## src/rtl/keypad_grid_select_if.sv

```systemverilog
// Keypad-side and result signals of keypad_grid_select bundled as one port.
// The slave modport is the decoder; the master modport is the keypad/consumer side.
interface keypad_grid_select_if #(
  parameter int ROWS = 4,
  parameter int COLS = 4
);
  localparam int N  = ROWS * COLS;
  localparam int KW = (N > 1) ? $clog2(N) : 1;

  logic [ROWS-1:0] row;
  logic [COLS-1:0] col;
  logic            mode;
  logic            clear;
  logic [KW-1:0]   key;
  logic            key_valid;
  logic            key_held;
  logic [N-1:0]    value;

  modport slave (
    input  row, mode, clear,
    output col, key, key_valid, key_held, value
  );

  modport master (
    output row, mode, clear,
    input  col, key, key_valid, key_held, value
  );
endinterface

```

## src/rtl/keypad_grid_select.sv

```systemverilog
// Scans a ROWS x COLS keypad, debounces whole frames and keeps a select/toggle cell
// vector. Define KEYPAD_REPEAT_EN to add auto-repeat of a held key every REPEAT_FRAMES.
module keypad_grid_select #(
  parameter int ROWS           = 4,
  parameter int COLS           = 4,
  parameter int SCAN_DIV       = 100000,
  parameter int DEBOUNCE_SCANS = 4,
  parameter int REPEAT_FRAMES  = 32
) (
  input logic                 clk,
  input logic                 reset,
  keypad_grid_select_if.slave bus
);
  localparam int N  = ROWS * COLS;
  localparam int KW = (N > 1) ? $clog2(N) : 1;
  localparam int RW = (ROWS > 1) ? $clog2(ROWS) : 1;
  localparam int CW = (COLS > 1) ? $clog2(COLS) : 1;
  localparam int DW = $clog2(SCAN_DIV);
  localparam int BW = $clog2(DEBOUNCE_SCANS + 1);
  localparam logic [DW-1:0] DIV_LAST = DW'(SCAN_DIV - 1);
  localparam logic [CW-1:0] COL_LAST = CW'(COLS - 1);
  localparam logic [BW-1:0] CNT_MAX  = BW'(DEBOUNCE_SCANS);

  typedef enum logic [1:0] { CLS_NONE, CLS_KEY, CLS_MULTI } cls_e;

  if (SCAN_DIV < 2 || DEBOUNCE_SCANS < 1 || REPEAT_FRAMES < 1) begin : g_bad_params
    $error("keypad_grid_select: need SCAN_DIV >= 2, DEBOUNCE_SCANS >= 1, REPEAT_FRAMES >= 1");
  end

  logic [DW-1:0] div_q, div_d;
  logic [CW-1:0] col_idx_q, col_idx_d;
  logic [1:0]    acc_cnt_q, acc_cnt_d;   // pressed cells so far this frame: 0, 1, 2 = two or more
  logic [KW-1:0] acc_key_q, acc_key_d;
  cls_e          prev_cls_q, prev_cls_d;
  logic [KW-1:0] prev_key_q, prev_key_d;
  logic [BW-1:0] cnt_q, cnt_d;
  logic [KW-1:0] key_q, key_d;
  logic          key_valid_q, key_valid_d;
  logic          key_held_q, key_held_d;
  logic [N-1:0]  value_q, value_d;

`ifdef KEYPAD_REPEAT_EN
  localparam int PW = $clog2(REPEAT_FRAMES + 1);
  localparam logic [PW-1:0] REP_LAST = PW'(REPEAT_FRAMES - 1);
  logic [PW-1:0] rep_q, rep_d;
  logic [N-1:0]  held_onehot;
  assign held_onehot = N'(1) << key_q;
`endif

  logic          sample, frame_end;
  logic [1:0]    col_hits;
  logic [RW-1:0] col_row;
  logic [1:0]    merged_cnt;
  logic [KW-1:0] merged_key;
  cls_e          frame_cls;
  logic [N-1:0]  key_onehot;
  logic          accept_press, accept_release;

  assign sample     = (div_q == DIV_LAST);
  assign frame_end  = sample && (col_idx_q == COL_LAST);
  assign key_onehot = N'(1) << merged_key;

  // NOTE: every always_comb output gets a default before any branch, so no latch is inferred.
  always_comb begin
    col_hits = 2'd0;
    col_row  = '0;
    for (int r = 0; r < ROWS; r++) begin
      if (!bus.row[r]) begin
        if (col_hits == 2'd0) col_row = RW'(r);
        if (col_hits != 2'd2) col_hits = col_hits + 2'd1;
      end
    end
  end

  // Fold the current column into the frame accumulator.
  always_comb begin
    if (acc_cnt_q == 2'd2 || col_hits == 2'd2 || (acc_cnt_q == 2'd1 && col_hits == 2'd1)) begin
      merged_cnt = 2'd2;
    end else begin
      merged_cnt = acc_cnt_q | col_hits;
    end
    merged_key = (acc_cnt_q == 2'd1) ? acc_key_q
                                     : KW'(int'(col_idx_q) * ROWS + int'(col_row));
    unique case (merged_cnt)
      2'd0:    frame_cls = CLS_NONE;
      2'd1:    frame_cls = CLS_KEY;
      default: frame_cls = CLS_MULTI;
    endcase
  end

  always_comb begin
    div_d          = div_q + 1'b1;
    col_idx_d      = col_idx_q;
    acc_cnt_d      = acc_cnt_q;
    acc_key_d      = acc_key_q;
    prev_cls_d     = prev_cls_q;
    prev_key_d     = prev_key_q;
    cnt_d          = cnt_q;
    key_d          = key_q;
    key_valid_d    = 1'b0;
    key_held_d     = key_held_q;
    value_d        = value_q;
    accept_press   = 1'b0;
    accept_release = 1'b0;
`ifdef KEYPAD_REPEAT_EN
    rep_d          = rep_q;
`endif

    if (sample) begin
      div_d     = '0;
      col_idx_d = (col_idx_q == COL_LAST) ? '0 : col_idx_q + 1'b1;
      if (!frame_end) begin
        acc_cnt_d = merged_cnt;
        acc_key_d = merged_key;
      end else begin
        acc_cnt_d  = 2'd0;
        acc_key_d  = '0;
        prev_cls_d = frame_cls;
        prev_key_d = merged_key;
        if (frame_cls == CLS_MULTI) begin
          cnt_d = '0;
        end else if (frame_cls == prev_cls_q &&
                     (frame_cls == CLS_NONE || merged_key == prev_key_q)) begin
          cnt_d = (cnt_q == CNT_MAX) ? cnt_q : cnt_q + 1'b1;
        end else begin
          cnt_d = BW'(1);
        end

        accept_press   = (cnt_d == CNT_MAX) && (frame_cls == CLS_KEY) &&
                         (!key_held_q || merged_key != key_q);
        accept_release = (cnt_d == CNT_MAX) && (frame_cls == CLS_NONE) && key_held_q;

        if (accept_press) begin
          key_d       = merged_key;
          key_valid_d = 1'b1;
          key_held_d  = 1'b1;
          value_d     = bus.mode ? (value_q ^ key_onehot) : key_onehot;
        end else if (accept_release) begin
          key_held_d = 1'b0;
        end

`ifdef KEYPAD_REPEAT_EN
        // Repeats re-announce the held key; toggle mode must not flip the cell again.
        if (accept_press || accept_release) begin
          rep_d = '0;
        end else if (key_held_q) begin
          if (rep_q == REP_LAST) begin
            rep_d       = '0;
            key_valid_d = 1'b1;
            if (!bus.mode) value_d = held_onehot;
          end else begin
            rep_d = rep_q + 1'b1;
          end
        end
`endif
      end
    end

    if (bus.clear) value_d = '0;
  end

  // NOTE: state registers use non-blocking assignments so every flop samples pre-edge values.
  always_ff @(posedge clk) begin
    if (reset) begin
      div_q       <= '0;
      col_idx_q   <= '0;
      acc_cnt_q   <= 2'd0;
      acc_key_q   <= '0;
      prev_cls_q  <= CLS_NONE;
      prev_key_q  <= '0;
      cnt_q       <= '0;
      key_q       <= '0;
      key_valid_q <= 1'b0;
      key_held_q  <= 1'b0;
      value_q     <= '0;
`ifdef KEYPAD_REPEAT_EN
      rep_q       <= '0;
`endif
    end else begin
      div_q       <= div_d;
      col_idx_q   <= col_idx_d;
      acc_cnt_q   <= acc_cnt_d;
      acc_key_q   <= acc_key_d;
      prev_cls_q  <= prev_cls_d;
      prev_key_q  <= prev_key_d;
      cnt_q       <= cnt_d;
      key_q       <= key_d;
      key_valid_q <= key_valid_d;
      key_held_q  <= key_held_d;
      value_q     <= value_d;
`ifdef KEYPAD_REPEAT_EN
      rep_q       <= rep_d;
`endif
    end
  end

  assign bus.col       = ~(COLS'(1) << col_idx_q);
  assign bus.key       = key_q;
  assign bus.key_valid = key_valid_q;
  assign bus.key_held  = key_held_q;
  assign bus.value     = value_q;
endmodule

```

## src/flat_wrapper.sv

```systemverilog
// flat-port wrapper written by rule: the top's interface ports become plain ports
module keypad_grid_select_flat 
#(
  parameter int ROWS           = 4,
  parameter int COLS           = 4,
  parameter int SCAN_DIV       = 100000,
  parameter int DEBOUNCE_SCANS = 4,
  parameter int REPEAT_FRAMES  = 32
)
  (clk, reset, bus_row, bus_mode, bus_clear, bus_col, bus_key, bus_key_valid, bus_key_held, bus_value);
  keypad_grid_select_if #(.ROWS(ROWS), .COLS(COLS)) bus_i ();
  input logic clk;
  input logic reset;
  input wire logic [$bits(bus_i.row)-1:0] bus_row;
  input wire logic [$bits(bus_i.mode)-1:0] bus_mode;
  input wire logic [$bits(bus_i.clear)-1:0] bus_clear;
  output wire logic [$bits(bus_i.col)-1:0] bus_col;
  output wire logic [$bits(bus_i.key)-1:0] bus_key;
  output wire logic [$bits(bus_i.key_valid)-1:0] bus_key_valid;
  output wire logic [$bits(bus_i.key_held)-1:0] bus_key_held;
  output wire logic [$bits(bus_i.value)-1:0] bus_value;
  assign bus_i.row = bus_row;
  assign bus_i.mode = bus_mode;
  assign bus_i.clear = bus_clear;
  assign bus_col = bus_i.col;
  assign bus_key = bus_i.key;
  assign bus_key_valid = bus_i.key_valid;
  assign bus_key_held = bus_i.key_held;
  assign bus_value = bus_i.value;
  keypad_grid_select #(.ROWS(ROWS), .COLS(COLS), .SCAN_DIV(SCAN_DIV), .DEBOUNCE_SCANS(DEBOUNCE_SCANS), .REPEAT_FRAMES(REPEAT_FRAMES)) u_core (.clk(clk), .reset(reset), .bus(bus_i));
endmodule
```

## config.mk

```make
export PLATFORM = sky130hd
export DESIGN_NAME = keypad_grid_select_flat
export DESIGN_NICKNAME = d
export VERILOG_FILES = /design/src/rtl/keypad_grid_select_if.sv /design/src/rtl/keypad_grid_select.sv /design/src/flat_wrapper.sv
export SDC_FILE = /design/constraint.sdc
export NUM_CORES = 1
export LEC_CHECK = 0
export CAP_MARGIN = 20
export CORE_MARGIN = 1.5
export CORE_UTILIZATION = 50
export DETAILED_ROUTE_END_ITERATION = 6
export PLACE_DENSITY_LB_ADDON = 0.05
export RECOVER_POWER = 25
export SLEW_MARGIN = 20
export SYNTH_ARGS = -nofsm -noshare
export SYNTH_HDL_FRONTEND = slang
export SYNTH_SLANG_ARGS = --single-unit
```

## constraint.sdc

```tcl
create_clock -name clk -period 6.1 [get_ports clk]
set_input_delay 1.22 -clock clk [delete_from_list [all_inputs] [get_ports clk]]
set_output_delay 1.22 -clock clk [all_outputs]
set_load 0.05 [all_outputs]
```

==> impl_metrics.prom, run 1 <==
# TYPE chip_impl_metric gauge
chip_impl_metric{name="synth_cell_types",unit=""} 63
chip_impl_info{name="postSynth.topFlopCell",value="sky130_fd_sc_hd__dfxtp_1"} 1
chip_impl_info{name="worstSetupEndpointType",value="register"} 1
chip_impl_info{name="highest_count_cells_in_the_layout_ignoring_fill_and_taps",value="sky130_fd_sc_hd__nor2_1, sky130_fd_sc_hd__dfxtp_1, sky130_fd_sc_hd__nand2_1, sky130_fd_sc_hd__a21oi_1, sky130_fd_sc_hd__clkdlybuf4s50_1"} 1
chip_impl_metric{name="synthesis.area",unit="um2"} 3560
chip_impl_info{name="cpMaxStageDelayCell",value="sky130_fd_sc_hd__a21boi_0"} 1
chip_impl_metric{name="netlist_instances",unit=""} 442
chip_impl_info{name="reg2reg_from",value="u_core.acc_cnt_q[0]"} 1
chip_impl_metric{name="yosysWarnings",unit=""} 0
chip_impl_metric{name="worst-endpoint-arrival",unit="ns"} 4.74
chip_impl_metric{name="tritoncts_num_sinks",unit=""} 56
chip_impl_metric{name="synth.ff_latch_count",unit=""} 56
chip_impl_info{name="clk_tree_root_cell",value="sky130_fd_sc_hd__clkbuf_8"} 1
chip_impl_metric{name="grt_overflow_total",unit=""} 0
chip_impl_metric{name="timing.max_cap.violations",unit=""} 0
chip_impl_metric{name="numPortBuffers",unit=""} 33
chip_impl_metric{name="grt_max_degree",unit=""} 33
chip_impl_metric{name="wire_length_of_the_first_global_routing_pass",unit="um"} 14400
chip_impl_metric{name="powerDensity",unit="nW/um2"} 177
chip_impl_info{name="run_status",value="finished clean"} 1
chip_impl_metric{name="synthesis.nets",unit=""} 462
chip_impl_metric{name="cts_inserted_buffers",unit=""} 5
chip_impl_metric{name="drc_violations",unit=""} 0
chip_impl_metric{name="route.antenna.remaining_nets",unit=""} 0
chip_impl_metric{name="internal_power",unit="uW"} 538
chip_impl_metric{name="timing.slew.headroom",unit="%"} 34.0
chip_impl_metric{name="diodes",unit=""} 0
chip_impl_metric{name="sw_share",unit="%"} 24.6
chip_impl_metric{name="detailed_route_wire_length",unit="um"} 8490
chip_impl_metric{name="start_util",unit="%"} 52.1
chip_impl_metric{name="cts_resized",unit=""} 0
chip_impl_metric{name="cpPeakStageDelay",unit="ns"} 0.75
chip_impl_info{name="biggest_area_contributors_in_the_synthesized_netlist",value="sky130_fd_sc_hd__dfxtp_1, sky130_fd_sc_hd__nor2_1, sky130_fd_sc_hd__mux2i_1"} 1
chip_impl_info{name="rsz0062_at_grt",value="false"} 1
chip_impl_metric{name="cts.repair_timing.setup_buffer_count",unit=""} 0
chip_impl_metric{name="worst_path_maximum_fanout",unit=""} 25
chip_impl_metric{name="finalHoldViolations",unit=""} 0
chip_impl_metric{name="min_period",unit="ns"} 4.50
chip_impl_metric{name="routabilityCongestion",unit=""} 0.807
chip_impl_metric{name="num_rows",unit=""} 30
chip_impl_metric{name="avgViaCountPerCell",unit=""} 5.81
chip_impl_metric{name="power.switching",unit="uW"} 176
chip_impl_info{name="critical_path_class",value="in -> reg"} 1
chip_impl_info{name="crit_path_cell_trace",value="clkdlybuf4s50_1 -> ha_1 -> a21boi_0 -> xnor2_1 -> a311oi_2 -> o31ai_4 -> nand4_2 -> or3_1 -> a21oi_1"} 1
chip_impl_info{name="hold_path_startpoint",value="u_core.div_q[0]"} 1
chip_impl_metric{name="syn_area_per_cell",unit="um2"} 8.05
chip_impl_info{name="worst_hold_path_type",value="reg -> reg"} 1
chip_impl_metric{name="io-pin-count",unit=""} 34
chip_impl_metric{name="timing.setup.tns",unit="ns"} 0
chip_impl_metric{name="vdd_ir_drop_max",unit="mV"} 0.0965
chip_impl_info{name="yosys.area.top_type",value="sky130_fd_sc_hd__dfxtp_1"} 1
chip_impl_metric{name="groute.usage.overall",unit="%"} 23.5
chip_impl_metric{name="violation_count_after_the_first_detailed_routing_iteration",unit=""} 183
chip_impl_info{name="layout_commonest_cell",value="sky130_fd_sc_hd__nor2_1"} 1
chip_impl_info{name="crit_path_start",value="bus_row[0]"} 1
chip_impl_metric{name="clkSlewWorstSetupHoldPaths",unit="ns"} 0.10
chip_impl_metric{name="antenna_violations_before_repair",unit=""} 0
chip_impl_info{name="tritoncts",value="yes"} 1
chip_impl_metric{name="share_comb_of_total_power",unit="%"} 10.4
chip_impl_metric{name="final_net_count",unit=""} 481
chip_impl_metric{name="cts_max_level",unit=""} 2
chip_impl_metric{name="die-height",unit="um"} 87.4
chip_impl_metric{name="post-route-period-util",unit="%"} 73.8
chip_impl_metric{name="clkLatencyLatePin",unit="ns"} 0.31
chip_impl_metric{name="setup-violations-final",unit=""} 0
chip_impl_metric{name="power.sequential.fraction",unit="%"} 51.6
chip_impl_metric{name="core",unit="um2"} 6830
chip_impl_metric{name="drive_gt1_share",unit="%"} 8.01
chip_impl_metric{name="tightestPinTransition",unit="ns"} 0.990
chip_impl_metric{name="synth_edf_count",unit=""} 0
chip_impl_metric{name="fin_worst_skew",unit="ns"} 0.00683
chip_impl_metric{name="fp.dieW",unit="um"} 87.4
chip_impl_metric{name="routed_wire_length_per_instance",unit="um"} 15.2
chip_impl_metric{name="dp.final_hpwl",unit="um"} 5800
chip_impl_metric{name="layout_area_growth_over_synthesis",unit="%"} 13.3
chip_impl_metric{name="fin_total_pwr",unit="uW"} 714
chip_impl_info{name="timing.critical_path.from_type",value="input pin"} 1
chip_impl_metric{name="required_time_of_the_critical_path",unit="ns"} 6.34
chip_impl_metric{name="cts.path.max_buffers",unit=""} 2
chip_impl_metric{name="post-synth-top-area-fraction",unit="%"} 31.5
chip_impl_metric{name="clock.fmax",unit="MHz"} 222
chip_impl_metric{name="maxSlewViolCount",unit=""} 0
chip_impl_metric{name="dieArea",unit="um2"} 7630
chip_impl_metric{name="hold_buffers",unit=""} 0
chip_impl_metric{name="power.share.clock",unit="%"} 38.0
chip_impl_metric{name="postSynth.asyncResetShare",unit="%"} 0
chip_impl_metric{name="postLayoutCoreUtil",unit="%"} 59.0
chip_impl_metric{name="grt_pass1_vias",unit=""} 3082
chip_impl_metric{name="first_pass_iters",unit=""} 4
chip_impl_metric{name="power.static_leakage",unit="uW"} 0.00135
chip_impl_metric{name="ys_seq_area_share",unit="%"} 31.5
chip_impl_metric{name="route.vias.total",unit=""} 3242
-- critical path: cells and delay by family --
family	cells	cell delay (ns)
fa+ha+maj	1	0.26
xor+xnor	1	0.25
buf+inv	1	0.53
simple gates	2	1.09
compound gates	4	1.38
-- power groups by stage --
stage / Clock (uW) / Combinational [uW] / Sequential (uW)
after detailed placement: 0 / 73.8 / 377
final: 271 / 74.2 / 369
after CTS: 275 / 74.4 / 369
after floorplan: 0 / 56.0 / 377
after global placement: 0 / 72.3 / 377
after global routing: 290 / 81.4 / 369
-- cells in the mapped netlist, drive strengths merged, types with 2 or more instances --
cell and instances:
a211oi 5, a31o 4, nand4bb 2, clkbuf 11, a311oi 5, nand2b 20
xnor2 13, and3 5, o21ai 30, a21oi 33, inv 17, mux2 5
o22ai 2, nor2 57, buf 11, nor3 19, or2 3, nor2b 3
ha 12, a41oi 16, dfxtp 56, xor2 9, mux2i 21, a31oi 4
nand2 43, or3 6, nand3 9, nand4 5
-- stage by stage --
stage	std cells	worst slack, ns	hold slack [ns]	instance area (um2)
3_5_place_dp	550	1.30	0.462	3910
2_1_floorplan	442	2.62	0.430	3560
5_1_grt	558	1.32	0.522	4030
4_1_cts	558	1.60	0.488	4030
6_report	558	1.60	0.481	4030
3_3_place_gp	550	1.44	0.449	3910
-- per-layer routing --
metal  track usage, %  part of all wire, %
met1             32.3                   49
met2             37.7                   46
met3             3.60                  3.9
met4             7.50                  1.3
met5                0                    0
-- cell families after synthesis --
logic type	share of synthesized area [%]
AO/OA/AOI/OAI	20.5
adder cells (fa/ha/maj)	4.22
flip-flops	31.5
buffers and inverters	4.85
AND/OR/NAND/NOR	25.3
XOR/XNOR	5.63
multiplexers	7.95
-- state kept, by name, indices dropped and copies added, names as in the netlist --
signal	cells
u_core.bus.key	4
u_core.cnt_q	3
u_core.acc_cnt_q	2
u_core.bus.key_valid	1
u_core.bus.value	16
u_core.div_q	17
u_core.acc_key_q	4
u_core.col_idx_q	2
u_core.bus.key_held	1
u_core.prev_key_q	4
u_core.prev_cls_q	2
-- path summary, 6_finish.rpt --
kind              cells after the start                end  slack (ns)
setup / recovery                      9  u_core.bus.key[3]        1.60
hold / removal                        1    u_core.div_q[0]        0.48
hold reg to reg                       1    u_core.div_q[0]        0.48
setup reg to reg                      7  u_core.bus.key[3]        2.87
-- cell type report --
class                   instances  area, um2
clock buffers                   7       96.3
clock inverters                 1       30.0
fillers                       630       2800
inverters                      17       63.8
multi-input cells             347       2260
flip-flops and latches         56       1120
well taps                      96        120
repair buffers                 34        338
(Power assumes the default switching activity.)
==> inputs of run 2 (changes only) <==
Clock period 6.1 ns to 3.85 ns, I/O delays scaled along.
==> impl_metrics.prom, run 2 (synthesized netlist as in run 1, its figures left out) <==
# TYPE chip_impl_metric gauge
chip_impl_info{name="run_status",value="finished clean"} 1
chip_impl_info{name="crit_path_cell_trace",value="clkdlybuf4s50_1 -> inv_1 -> ha_1 -> mux2i_1 -> ha_1 -> nor2b_1 -> a311oi_2 -> o21ai_1 -> nor3_2 -> nand4_2 -> buf_4 -> o21ai_0 -> a21oi_1"} 1
chip_impl_metric{name="io-pin-count",unit=""} 34
chip_impl_metric{name="finalHoldViolations",unit=""} 0
chip_impl_metric{name="area_occupied_by_multi_input_gates",unit="um2"} 2260
chip_impl_metric{name="clock.fmax",unit="MHz"} 280
chip_impl_metric{name="total_instance_count_after_detailed_placement",unit=""} 558
chip_impl_metric{name="area.sequential",unit="um2"} 1120
chip_impl_metric{name="final_cells",unit=""} 566
chip_impl_info{name="tritoncts",value="yes"} 1
chip_impl_metric{name="grtUsageMet2",unit="%"} 35.2
chip_impl_metric{name="numPortBuffers",unit=""} 33
chip_impl_metric{name="post-route-period-util",unit="%"} 92.9
chip_impl_metric{name="required_time_of_the_critical_path",unit="ns"} 4.04
chip_impl_metric{name="num_rows",unit=""} 30
chip_impl_metric{name="hold_path_depth",unit=""} 1
chip_impl_metric{name="grt_pass1_vias",unit=""} 2864
chip_impl_metric{name="final_net_count",unit=""} 489
chip_impl_metric{name="count_of_buffer_and_inverter_cells_on_the_critical_path",unit=""} 3
chip_impl_metric{name="detailed_route_wire_length",unit="um"} 8420
chip_impl_metric{name="cts.repair_timing.setup_buffer_count",unit=""} 0
chip_impl_metric{name="tritoncts_num_sinks",unit=""} 56
chip_impl_metric{name="dpl_worst_slack",unit="ns"} -0.0176
chip_impl_metric{name="setup-violations-final",unit=""} 0
chip_impl_metric{name="first_pass_iters",unit=""} 4
chip_impl_metric{name="cts_resized",unit=""} 0
chip_impl_metric{name="rr_worst_depth",unit=""} 9
chip_impl_info{name="reg2reg_from",value="u_core.div_q[0]"} 1
chip_impl_metric{name="drive_gt1_share",unit="%"} 9.57
chip_impl_metric{name="hold_buffers",unit=""} 0
chip_impl_info{name="hold_path_startpoint",value="u_core.div_q[0]"} 1
chip_impl_metric{name="route.antenna.remaining_nets",unit=""} 0
chip_impl_metric{name="fp.dieW",unit="um"} 87.4
chip_impl_metric{name="cts.path.max_buffers",unit=""} 2
chip_impl_info{name="timing.critical_path.from_type",value="input pin"} 1
chip_impl_metric{name="finalHoldWorstSlack",unit="ns"} 0.488
chip_impl_metric{name="tightestPinTransition",unit="ns"} 0.978
chip_impl_metric{name="grt_overflow_total",unit=""} 0
chip_impl_metric{name="powerDensity",unit="nW/um2"} 273
chip_impl_metric{name="core",unit="um2"} 6830
chip_impl_metric{name="dieArea",unit="um2"} 7630
chip_impl_info{name="rsz0062_at_grt",value="false"} 1
chip_impl_metric{name="worst_path_maximum_fanout",unit=""} 16
chip_impl_info{name="clk_tree_root_cell",value="sky130_fd_sc_hd__clkbuf_8"} 1
chip_impl_metric{name="start_util",unit="%"} 52.1
chip_impl_metric{name="globalRouteMet1Util",unit="%"} 33.4
chip_impl_metric{name="dpl_cell_area",unit="um2"} 3990
chip_impl_info{name="cpMaxStageDelayCell",value="sky130_fd_sc_hd__clkdlybuf4s50_1"} 1
chip_impl_metric{name="dp.final_hpwl",unit="um"} 5940
chip_impl_info{name="critical-path-top-delay-family",value="buffers and inverters"} 1
chip_impl_metric{name="max_reg_flops",unit=""} 17
chip_impl_metric{name="maxSlewViolCount",unit=""} 0
chip_impl_metric{name="gr-usage-met3",unit="%"} 3.60
chip_impl_info{name="grt.busiest_layer",value="met2"} 1
chip_impl_metric{name="smallest_setup_slack_after_layout",unit="ns"} 0.275
chip_impl_metric{name="vdd_ir_drop_max",unit="mV"} 0.196
chip_impl_metric{name="cts_max_level",unit=""} 2
chip_impl_metric{name="clkLatencyLatePin",unit="ns"} 0.31
chip_impl_metric{name="postLayoutCoreUtil",unit="%"} 60.2
chip_impl_info{name="crit_reg_reg_endpoint",value="u_core.bus.value[0]"} 1
chip_impl_metric{name="die-height",unit="um"} 87.4
chip_impl_metric{name="min_period",unit="ns"} 3.57
chip_impl_metric{name="design_area_final",unit="um2"} 4110
chip_impl_metric{name="violation_count_after_the_first_detailed_routing_iteration",unit=""} 185
chip_impl_metric{name="timing.max_cap.violations",unit=""} 0
chip_impl_metric{name="diodes",unit=""} 0
chip_impl_metric{name="fin_worst_skew",unit="ns"} 0.00754
chip_impl_info{name="top_reg_by_flops",value="u_core.div_q"} 1
chip_impl_info{name="worstSetupEndpointType",value="register"} 1
chip_impl_metric{name="fill_cells",unit=""} 630
chip_impl_metric{name="route.vias.total",unit=""} 3217
chip_impl_metric{name="drc_violations",unit=""} 0
chip_impl_metric{name="antenna_violations_before_repair",unit=""} 0
chip_impl_metric{name="timing.reg2reg.setup_slack",unit="ns"} 1.31
chip_impl_info{name="layout_commonest_cell",value="sky130_fd_sc_hd__nor2_1"} 1
chip_impl_metric{name="cts_inserted_buffers",unit=""} 5
chip_impl_metric{name="groute.usage.overall",unit="%"} 22.7
chip_impl_metric{name="routabilityCongestion",unit=""} 0.808
chip_impl_metric{name="avgViaCountPerCell",unit=""} 5.68
chip_impl_metric{name="clkSlewWorstSetupHoldPaths",unit="ns"} 0.10
chip_impl_metric{name="layout_area_growth_over_synthesis",unit="%"} 15.6
chip_impl_info{name="critical_path_class",value="in -> reg"} 1
chip_impl_metric{name="timing.slew.headroom",unit="%"} 34.8
chip_impl_info{name="highest_count_cells_in_the_layout_ignoring_fill_and_taps",value="sky130_fd_sc_hd__nor2_1, sky130_fd_sc_hd__dfxtp_1, sky130_fd_sc_hd__nand2_1, sky130_fd_sc_hd__a21oi_1, sky130_fd_sc_hd__clkdlybuf4s50_1"} 1
chip_impl_metric{name="routed_wire_length_per_instance",unit="um"} 14.9
chip_impl_info{name="min_delay_worst_endpoint",value="u_core.div_q[0]"} 1
chip_impl_metric{name="power.static_leakage",unit="uW"} 0.00139
chip_impl_info{name="worst_hold_path_type",value="reg -> reg"} 1
chip_impl_metric{name="wire_length_of_the_first_global_routing_pass",unit="um"} 13900
chip_impl_metric{name="cpPeakStageDelay",unit="ns"} 0.53
chip_impl_info{name="path_common_cell",value="sky130_fd_sc_hd__ha_1"} 1
chip_impl_metric{name="grt_max_degree",unit=""} 33
chip_impl_metric{name="worst-endpoint-arrival",unit="ns"} 3.77
-- run 2: through the flow --
step	total power (uW)	setup TNS, ns
2_1_floorplan	686	0
3_5_place_dp	728	-0.0741
5_1_grt	1170	0
3_3_place_gp	727	0
4_1_cts	1130	0
6_report	1120	0
-- run 2: routing by layer --
metal | routed length, um | up-vias | part of all wire, %
met3 | 383 | 8 | 4.6
met2 | 3730 | 60 | 44
met5 | 0 | - | 0
met1 | 4250 | 1528 | 50
li1 | - | 1621 | -
met4 | 56 | 0 | 0.67
-- run 2: how the worst max path moves through the flow --
stage / slack [ns] / cells after the start / endpoint / start
floorplan: 0.82 / 12 / u_core.bus.value[0] / bus_row[0]
global placement: 0.10 / 12 / u_core.bus.key[1] / bus_row[0]
detailed placement: -0.02 / 13 / u_core.bus.value[5] / bus_row[0]
CTS: 0.32 / 13 / u_core.bus.value[0] / bus_row[0]
global route: 0.06 / 13 / u_core.bus.value[8] / bus_row[0]
finish: 0.28 / 13 / u_core.bus.value[0] / bus_row[0]
-- run 2: area by class of cell --
type / count / area share, %
timing repair buffer: 42 / 10.3
sequential: 56 / 27.3
inverter: 17 / 1.55
clock inverter: 2 / 0.943
clock buffer: 6 / 2.01
multi-input combinational: 347 / 55.0
tap: 96 / 2.92
-- run 2: power breakdown --
part / internal (uW) / total, uW / leakage, uW / switching, uW
clock: 213 / 408 / 0.0000614 / 195
combinational: 51.6 / 132 / 0.000878 / 80.3
sequential: 582 / 584 / 0.000451 / 2.79
